**config.mk**
```make
export PLATFORM = sky130hd
export DESIGN_NAME = fx_div_sqrt
export DESIGN_NICKNAME = d
export VERILOG_FILES = /design/src/rtl/fx_div_sqrt.sv
export SDC_FILE = /design/constraint.sdc
export NUM_CORES = 1
export LEC_CHECK = 0
export ABC_AREA = 1
export BUFFER_PORTS_ARGS = -buffer_cell sky130_fd_sc_hd__clkbuf_2
export CAP_MARGIN = 20
export CORE_MARGIN = 4
export CORE_UTILIZATION = 56
export DETAILED_ROUTE_END_ITERATION = 16
export GPL_TIMING_DRIVEN = 0
export PLACE_DENSITY_LB_ADDON = 0.15
export RECOVER_POWER = 100
export SLEW_MARGIN = 20
export SYNTH_ARGS = -nofsm -noshare
export SYNTH_HDL_FRONTEND = slang
export SYNTH_SLANG_ARGS = --single-unit
```
**constraint.sdc**
```tcl
create_clock -name clk -period 3 [get_ports clk]
set_clock_uncertainty 0.1 [all_clocks]
set_input_delay 0 -clock clk [delete_from_list [all_inputs] [get_ports clk]]
set_output_delay 0 -clock clk [all_outputs]
set_load 0.05 [all_outputs]
```
**src/rtl/fx_div_sqrt.sv**
```systemverilog
// fx_div_sqrt: shared iterative Q24.8 signed divider / square-root unit.
// One operation in flight; start/done handshake. Divide retires one quotient
// bit per cycle over a (WIDTH+FRAC_BITS)-bit scaled dividend, square root
// retires one root bit per cycle over the same scaled radicand.
module fx_div_sqrt #(
    parameter int FRAC_BITS = 8,
    parameter int WIDTH     = 32
) (
    input  logic             clk,
    input  logic             rst,
    input  logic             start,
    input  logic             op,
    input  logic [WIDTH-1:0] a,
    input  logic [WIDTH-1:0] b,
    output logic             busy,
    output logic             done,
    output logic [WIDTH-1:0] val,
    output logic             err
);

    // Scaled operand width, root width and partial-remainder widths.
    localparam int EXT    = WIDTH + FRAC_BITS;
    localparam int ROOT_W = EXT / 2;
    localparam int ACC_W  = WIDTH + 2;
    localparam int REM_W  = ACC_W + 2;
    localparam int CNT_W  = $clog2(EXT + 1);

    localparam logic [WIDTH-1:0] ONE     = {{(WIDTH-1){1'b0}}, 1'b1};
    localparam logic [WIDTH-1:0] MAX_POS = {1'b0, {(WIDTH-1){1'b1}}};
    localparam logic [WIDTH-1:0] MIN_NEG = {1'b1, {(WIDTH-1){1'b0}}};
    localparam logic [EXT-1:0]   MAX_MAG = {{FRAC_BITS{1'b0}}, MAX_POS};
    localparam logic [EXT-1:0]   MIN_MAG = {{FRAC_BITS{1'b0}}, MIN_NEG};

    typedef enum logic [1:0] {
        IDLE   = 2'd0,
        RUN    = 2'd1,
        FINISH = 2'd2
    } state_t;

    // Unsigned magnitude of a two's-complement word; the most-negative
    // value maps to 2^(WIDTH-1), which still fits the unsigned result.
    function automatic logic [WIDTH-1:0] abs_mag(input logic [WIDTH-1:0] x);
        abs_mag = x[WIDTH-1] ? (~x + ONE) : x;
    endfunction

    state_t             state_r, state_next_s;
    logic [CNT_W-1:0]   cnt_r;
    logic               op_r;
    logic               neg_r;      // divide: result negative; sqrt: radicand negative
    logic               sign_a_r;
    logic               zero_r;     // divisor was zero
    logic [WIDTH-1:0]   dmag_r;
    logic [EXT-1:0]     sh_r;       // dividend/radicand, consumed from the top
    logic [EXT-1:0]     quo_r;      // quotient or root, built from the bottom
    logic [ACC_W-1:0]   acc_r;      // partial remainder

    logic               accept_s, iter_s, finish_s;
    logic [REM_W-1:0]   rem_s, sub_s;
    logic               ge_s;
    logic [WIDTH-1:0]   res_s;
    logic               res_err_s;

    // State register.
    always_ff @(posedge clk or negedge rst) begin
        if (!rst) begin
            state_r <= IDLE;
        end else begin
            state_r <= state_next_s;
        end
    end

    // Next-state logic and datapath strobes; FINISH doubles as an accept
    // state so a new request can be taken on the done cycle.
    always_comb begin
        state_next_s = state_r;
        accept_s     = 1'b0;
        iter_s       = 1'b0;
        finish_s     = 1'b0;
        case (state_r)
            IDLE, FINISH: begin
                if (start) begin
                    accept_s     = 1'b1;
                    state_next_s = RUN;
                end else begin
                    state_next_s = IDLE;
                end
            end
            RUN: begin
                if (cnt_r == {CNT_W{1'b0}}) begin
                    finish_s     = 1'b1;
                    state_next_s = FINISH;
                end else begin
                    iter_s       = 1'b1;
                end
            end
            default: begin
                state_next_s = IDLE;
            end
        endcase
    end

    // One restoring step: shift in the next dividend bit (or radicand bit
    // pair) and subtract the divisor (or trial value 4*root+1) if it fits.
    always_comb begin
        rem_s = {REM_W{1'b0}};
        sub_s = {REM_W{1'b0}};
        if (op_r) begin
            rem_s = {acc_r, sh_r[EXT-1:EXT-2]};
            sub_s = {{(REM_W-ROOT_W-2){1'b0}}, quo_r[ROOT_W-1:0], 2'b01};
        end else begin
            rem_s = {1'b0, acc_r, sh_r[EXT-1]};
            sub_s = {{(REM_W-WIDTH){1'b0}}, dmag_r};
        end
        ge_s = (rem_s >= sub_s);
    end

    // Final sign application, saturation and error classification.
    always_comb begin
        res_s     = {WIDTH{1'b0}};
        res_err_s = 1'b0;
        if (op_r) begin
            if (neg_r) begin
                res_s     = {WIDTH{1'b0}};
                res_err_s = 1'b1;
            end else begin
                res_s     = {{(WIDTH-ROOT_W){1'b0}}, quo_r[ROOT_W-1:0]};
                res_err_s = 1'b0;
            end
        end else if (zero_r) begin
            res_s     = sign_a_r ? MIN_NEG : MAX_POS;
            res_err_s = 1'b1;
        end else if (!neg_r && (quo_r > MAX_MAG)) begin
            res_s     = MAX_POS;
            res_err_s = 1'b1;
        end else if (neg_r && (quo_r > MIN_MAG)) begin
            res_s     = MIN_NEG;
            res_err_s = 1'b1;
        end else if (neg_r) begin
            res_s     = ~quo_r[WIDTH-1:0] + ONE;
            res_err_s = 1'b0;
        end else begin
            res_s     = quo_r[WIDTH-1:0];
            res_err_s = 1'b0;
        end
    end

    // Operand capture and iteration datapath.
    always_ff @(posedge clk or negedge rst) begin
        if (!rst) begin
            cnt_r    <= {CNT_W{1'b0}};
            op_r     <= 1'b0;
            neg_r    <= 1'b0;
            sign_a_r <= 1'b0;
            zero_r   <= 1'b0;
            dmag_r   <= {WIDTH{1'b0}};
            sh_r     <= {EXT{1'b0}};
            quo_r    <= {EXT{1'b0}};
            acc_r    <= {ACC_W{1'b0}};
        end else if (accept_s) begin
            cnt_r    <= op ? CNT_W'(ROOT_W) : CNT_W'(EXT);
            op_r     <= op;
            neg_r    <= op ? a[WIDTH-1] : (a[WIDTH-1] ^ b[WIDTH-1]);
            sign_a_r <= a[WIDTH-1];
            zero_r   <= (b == {WIDTH{1'b0}});
            dmag_r   <= abs_mag(b);
            sh_r     <= op ? {a, {FRAC_BITS{1'b0}}} : {abs_mag(a), {FRAC_BITS{1'b0}}};
            quo_r    <= {EXT{1'b0}};
            acc_r    <= {ACC_W{1'b0}};
        end else if (iter_s) begin
            cnt_r    <= cnt_r - {{(CNT_W-1){1'b0}}, 1'b1};
            sh_r     <= op_r ? {sh_r[EXT-3:0], 2'b00} : {sh_r[EXT-2:0], 1'b0};
            quo_r    <= {quo_r[EXT-2:0], ge_s};
            acc_r    <= ACC_W'(ge_s ? (rem_s - sub_s) : rem_s);
        end else begin
            cnt_r    <= cnt_r;
        end
    end

    // Registered handshake and result outputs.
    always_ff @(posedge clk or negedge rst) begin
        if (!rst) begin
            busy <= 1'b0;
            done <= 1'b0;
            val  <= {WIDTH{1'b0}};
            err  <= 1'b0;
        end else if (accept_s) begin
            busy <= 1'b1;
            done <= 1'b0;
        end else if (finish_s) begin
            busy <= 1'b0;
            done <= 1'b1;
            val  <= res_s;
            err  <= res_err_s;
        end else begin
            done <= 1'b0;
        end
    end

endmodule

```
**Word-level counts from Yosys, hierarchy flattened**

Index checks and enable logic that the tools add are counted.

- Register bits after elaboration: 193
- Bits of input ports: 68
- Output and inout bits: 35
- Word-level logic and storage cells: 82

- $add $sub $neg: 5
- Order comparisons: 3
- Eq/ne operators: 3
- Muxes and demuxes: 42
- Bitwise gates (word level): 5
- Reductions and logical operators: 10

Operators by type and width:

| cell | number |
|---|---|
| two-way mux 32 bit | 9 |
| two-way mux 40 bit | 6 |
| two-way mux 34 bit | 3 |
| adder 32 x 1 -> 32 bit, second input constant | 3 |
| NOT 32 bit | 3 |
| greater-than comparator 40 x 31 -> 1 bit, second input constant | 1 |
| greater-than comparator 40 x 32 -> 1 bit, second input constant | 1 |
| >= comparator 36 x 32 -> 1 bit | 1 |
| two-way mux 36 bit | 1 |
| subtractor 34 x 32 -> 34 bit | 1 |
| logical NOT 32 bit | 1 |
| two-way mux 20 bit | 1 |
| two-way mux 6 bit | 3 |
| two-way mux 1 bit | 17 |
| logical NOT 6 bit | 1 |
| subtractor 6 x 1 -> 6 bit, second input constant | 1 |
| case mux 2 bit (2 select lines) | 1 |
| nonzero test 2 bit | 2 |
| == test 2 x 1 -> 1 bit, second input constant | 1 |
| == test 2 bit, second input constant | 1 |
| logical AND 1 bit | 2 |
| logical NOT 2 bit | 1 |
| two-way mux 2 bit | 1 |
| != test 2 bit, second input constant | 1 |
| other kinds (5) | 5 |

**Logic depth before layout (Yosys ltp)**

- Word-level depth: 7
- Mapped depth: 22
- Mapped depth without buffers: 19

**Worst setup path after synthesis**

No wires, ideal clock.

- Path kind: flip-flop to flip-flop
- Start: register op_r
- End: register acc_r[1]
- Library setup time: 117 ps
- Arrival: 2876 ps
- Data required time: 2783 ps
- Setup slack: -93 ps
- Cell stages (with the launch flop): 18
- Buffers on the path: 5
- Period minus slack after synthesis: 3093 ps
- Cells stage by stage: dfrtp_1 buf_2 inv_1 buf_2 buf_1 clkbuf_1 nand2_1 ha_1 a21o_1 a21oi_1 nand2_1 a21oi_2 nand4_4 inv_2 buf_6 nand2_1 nand3_1 nand2_1

- Longest elaborated chain between the ends: 5
- Elaborated cells on any way between the ends: 7
- Those cells by class: 1 x add/sub; 1 x order compare; 5 x mux

RTL lines:

| item | RTL line | RTL |
|---|---|---|
| start, declared | 48 | `logic op_r;` |
| start signal, assigned | 161 | `op_r <= op;` |
| two-way mux 36 bit or two-way mux 32 bit (tied branches) | 107 | `if (op_r) begin` |
| subtractor 34 x 32 -> 34 bit or >= comparator 36 x 32 -> 1 bit (tied branches) | 173, 114 |  |
| two-way mux 34 bit (*) | 173 | `acc_r <= ACC_W'(ge_s ? (rem_s - sub_s) : rem_s);` |
| two-way mux 34 bit (*) | 169 | `end else if (iter_s) begin` |
| two-way mux 34 bit (*) | 159 | `end else if (accept_s) begin` |
| end signal, assigned | 158 | `acc_r <= {ACC_W{1'b0}};` |
| end signal, assigned | 168 | `acc_r <= {ACC_W{1'b0}};` |
| end signal, assigned | 173 |  |
| end, declared | 55 | `logic [ACC_W-1:0] acc_r;` |

Mark *: on every way between the ends. The rest lies on a longest branch, timed or not. The select of a mux whose other input is x is not followed.
A chain may end at the register's enable or synchronous reset.

**Final worst setup path**

- Start: register op_r
- End: register acc_r[3]

Same word-level chain as after synthesis.

==> run summary <==
Hold slack - 28.2 ps
#FFs+latches synth - 185
Post-route ant nets - 0
Register area share after synthesis - 0.329
GRT Total Usage - 0.359
Worst Hold End - sh_r[10]$_DFFE_PN0P_
Die width - 166 um
H-tree depth - 4
Failing checks - max-capacitance violations, max-slew violations, negative setup slack
Clk buf depth - 2
Starting Density - 0.573
1st-pass router iterations - 6
Ranking of synthesized cells by area - dfrtp_1 (33%), nand2_1 (19%), inv_1 (6.0%)
Fraction of registers with async set/reset - 1.00
Worst setup EP type - flip-flop
Flop-to-flop setup slack - -180 ps
Post-synth EDFFs - 0
Fill count - 1,979
Reg2reg end - acc_r[3]$_DFFE_PN0P_
Post-synthesis cell area - 0.0141 mm^2
Gate Count Post-Synth - 2,146
Drt drc - 0
Setup WS post-layout - -181 ps
Ratio of cells with drive above 1 in the final layout - 0.191
Core Region - 0.0245 mm^2
Final setup viols - 35
IO Port Bufs - 102
Max-cap check violation count - 1
Clock-pin slew on the worst setup and hold paths - 90 ps
WL final - 52,800 um
Worst-path maximum fanout - 10
Sink Count - 185
Largest area contributor in the netlist - dfrtp_1
Critical path class - flip-flop to flip-flop
Skew-Pair Late Insertion Delay - 450 ps
Data arrival, critical path - 3470 ps
Worst reg2reg startpoint - op_r$_DFFE_PN0P_
Hold path start - a[2]
Die Y - 166 um
Yosys cell types - 49
Required @ worst endpoint - 3290 ps
YS warnings - 0
Vias per inst - 5.89
Cell row count - 57
Initial antenna violation count - 0
Fin cells - 2,734
Primary FF master, synth - dfrtp_1
Syn avg cell area - 6.55 um^2
Total Die Area - 0.0277 mm^2
Vias in the first global route - 15,100
Place WS - -1350 ps
Root Buffer - clkbuf_16
Min cycle time layout - 3180 ps
CP startpoint kind - flip-flop
CTS tree - yes
Met2 wire length - 24,000 um
Worst Hold Path Cells - 6
Antenna diodes - 0
Max Fclk - 314 MHz
Status - finished with violations
Met3 WL post-DR - 4870 um
Actual slew at the worst max-slew pin - 1650 ps
Initial drt markers - 1,786
RD Place Congestion - 1.01
HPWL Detailed - 36,500 um
RSZ-0062 raised after global routing - yes
Syn_nets - 2,252
DR top layer - met4
Slew Viols, Final - 65
Placed Cells incl. Taps - 2,574
Worst Setup SP - op_r$_DFFE_PN0P_
Crit share post-route - 1.06
Ports - 103
Yosys top cell area share - 0.329
Nets - 2,503
Total gr overflow - 0
CTS Buf Count - 17
Largest net degree at the start of global routing - 71
Slew Limit Headroom - -0.102
Vias - 16,100
Final hold viol count - 0
Worst hold path type - input pin to flip-flop
Layout area overhead - 29.8%
First-pass GRT wire length - 80,500 um
Wire per inst - 19.3 um
Setup TNS - -3860 ps
Worst R2R Path Depth - 18
Wire length on met1 - 21,900 um
-- critical path: stages, from the launching register on --
cell	delay (ps)
dfrtp_1	360
buf_6	160
inv_4	80
clkbuf_8	180
or2_2	300
o21ai_2	100
inv_1	100
ha_4	290
nand2_2	110
nor2_4	170
nor3b_4	270
nand3_2	130
nand4_4	160
buf_6	160
inv_8	50
buf_6	130
nand2_1	80
nand3_2	80
nand2_1	100
-- worst max path at each step --
stage	to	cells past startpoint
global placement	quo_r[35]$_DFFE_PN0P_	1
floorplan	acc_r[26]$_DFFE_PN0P_	13
global route	acc_r[9]$_DFFE_PN0P_	17
detailed placement	acc_r[24]$_DFFE_PN0P_	20
finish	acc_r[3]$_DFFE_PN0P_	18
CTS	acc_r[23]$_DFFE_PN0P_	18
-- cell families (layout without fill, tap and decap cells) --
kind of cell | Yosys count | in the layout | synth area share
simple gates | 1179 | 1179 | 0.356
buf+inv | 322 | 586 | 0.0930
xor+xnor | 63 | 63 | 0.0392
compound gates | 342 | 342 | 0.137
fa+ha+maj | 38 | 38 | 0.0343
mux | 17 | 17 | 0.0121
flops | 185 | 185 | 0.329
-- synthesized netlist by cell type, types with 16 or more instances --
master	n
nand2_1	712
inv_1	225
nor2_1	210
dfrtp_1	185
nand3_1	140
o21ai_0	129
a21oi_1	83
clkbuf_1	47
o22ai_1	43
a31oi_1	40
xor2_1	39
ha_1	37
or2_2	31
nand4_1	28
xnor2_1	24
buf_2	22
mux2i_1	17
o211ai_1	16
-- through the flow --
| step | area [um^2] | util |
|---|---|---|
| floorplan | 14100 | - |
| global placement | 15000 | 0.611 |
| detailed placement | 15100 | 0.614 |
| CTS | 17800 | 0.727 |
| global route | 18300 | 0.744 |
| finish | 18300 | 0.744 |
-- area by class of cell --
| cell class | count | area [um^2] | share of cell area |
|---|---|---|---|
| multi-input combinational | 1639 | 9320 | 0.510 |
| tap | 324 | 405 | 0.0222 |
| clock buffer | 18 | 439 | 0.0241 |
| inverter | 231 | 877 | 0.0480 |
| timing repair buffer | 234 | 1780 | 0.0977 |
| sequential | 185 | 4630 | 0.254 |
| clock inverter | 14 | 170 | 0.00932 |
| buffer | 89 | 633 | 0.0347 |
-- registers in the layout (all words and copies together) (netlist names) --
register	flops
sign_a_r	1
dmag_r	32
done	1
quo_r	40
acc_r	34
sh_r	32
op_r	1
zero_r	1
err	1
cnt_r	6
val	32
state_r	2
neg_r	1
busy	1
-- layout by cell type (no fill, tap or decap), drive strengths merged, types with 2 or more instances in the layout --
master	Yosys	layout
inv	231	239
dfrtp	185	185
o21ai	136	136
clkinv	0	6
mux2i	17	17
xor2	39	39
a31oi	40	40
nand2	718	718
nand4	30	30
nand3	141	141
a21oi	85	85
o21bai	7	7
or2	34	34
a22oi	6	6
and3	2	2
o211ai	16	16
nor4	4	4
o22ai	43	43
o31ai	2	2
xnor2	24	24
dlygate4sd3	0	76
buf	44	92
clkbuf	47	173
nor2	224	224
a21o	4	4
nor3	13	13
nand3b	10	10
ha	37	37
-- metal layers --
layer,GRT usage,vias to the layer above
li1,-,7472
met1,0.499,7510
met2,0.573,958
met3,0.0531,172
met4,0.137,0
met5,0,-
-- repair_timing --
| action | in CTS | in global routing |
|---|---|---|
| cloned | 7 | 1 |
| gates resized for setup | 238 | 126 |
| pin swaps | 53 | 56 |
| setup buffers | 41 | 6 |
| endpoints found under the setup margin | 35 | 36 |
| hold buffers | 76 | 0 |
| endpoints found under the hold margin | 184 | 0 |
Power is left out: the tool's default activity adds up to more than one toggle a clock period on the data nets, which glitch-free logic cannot reach.
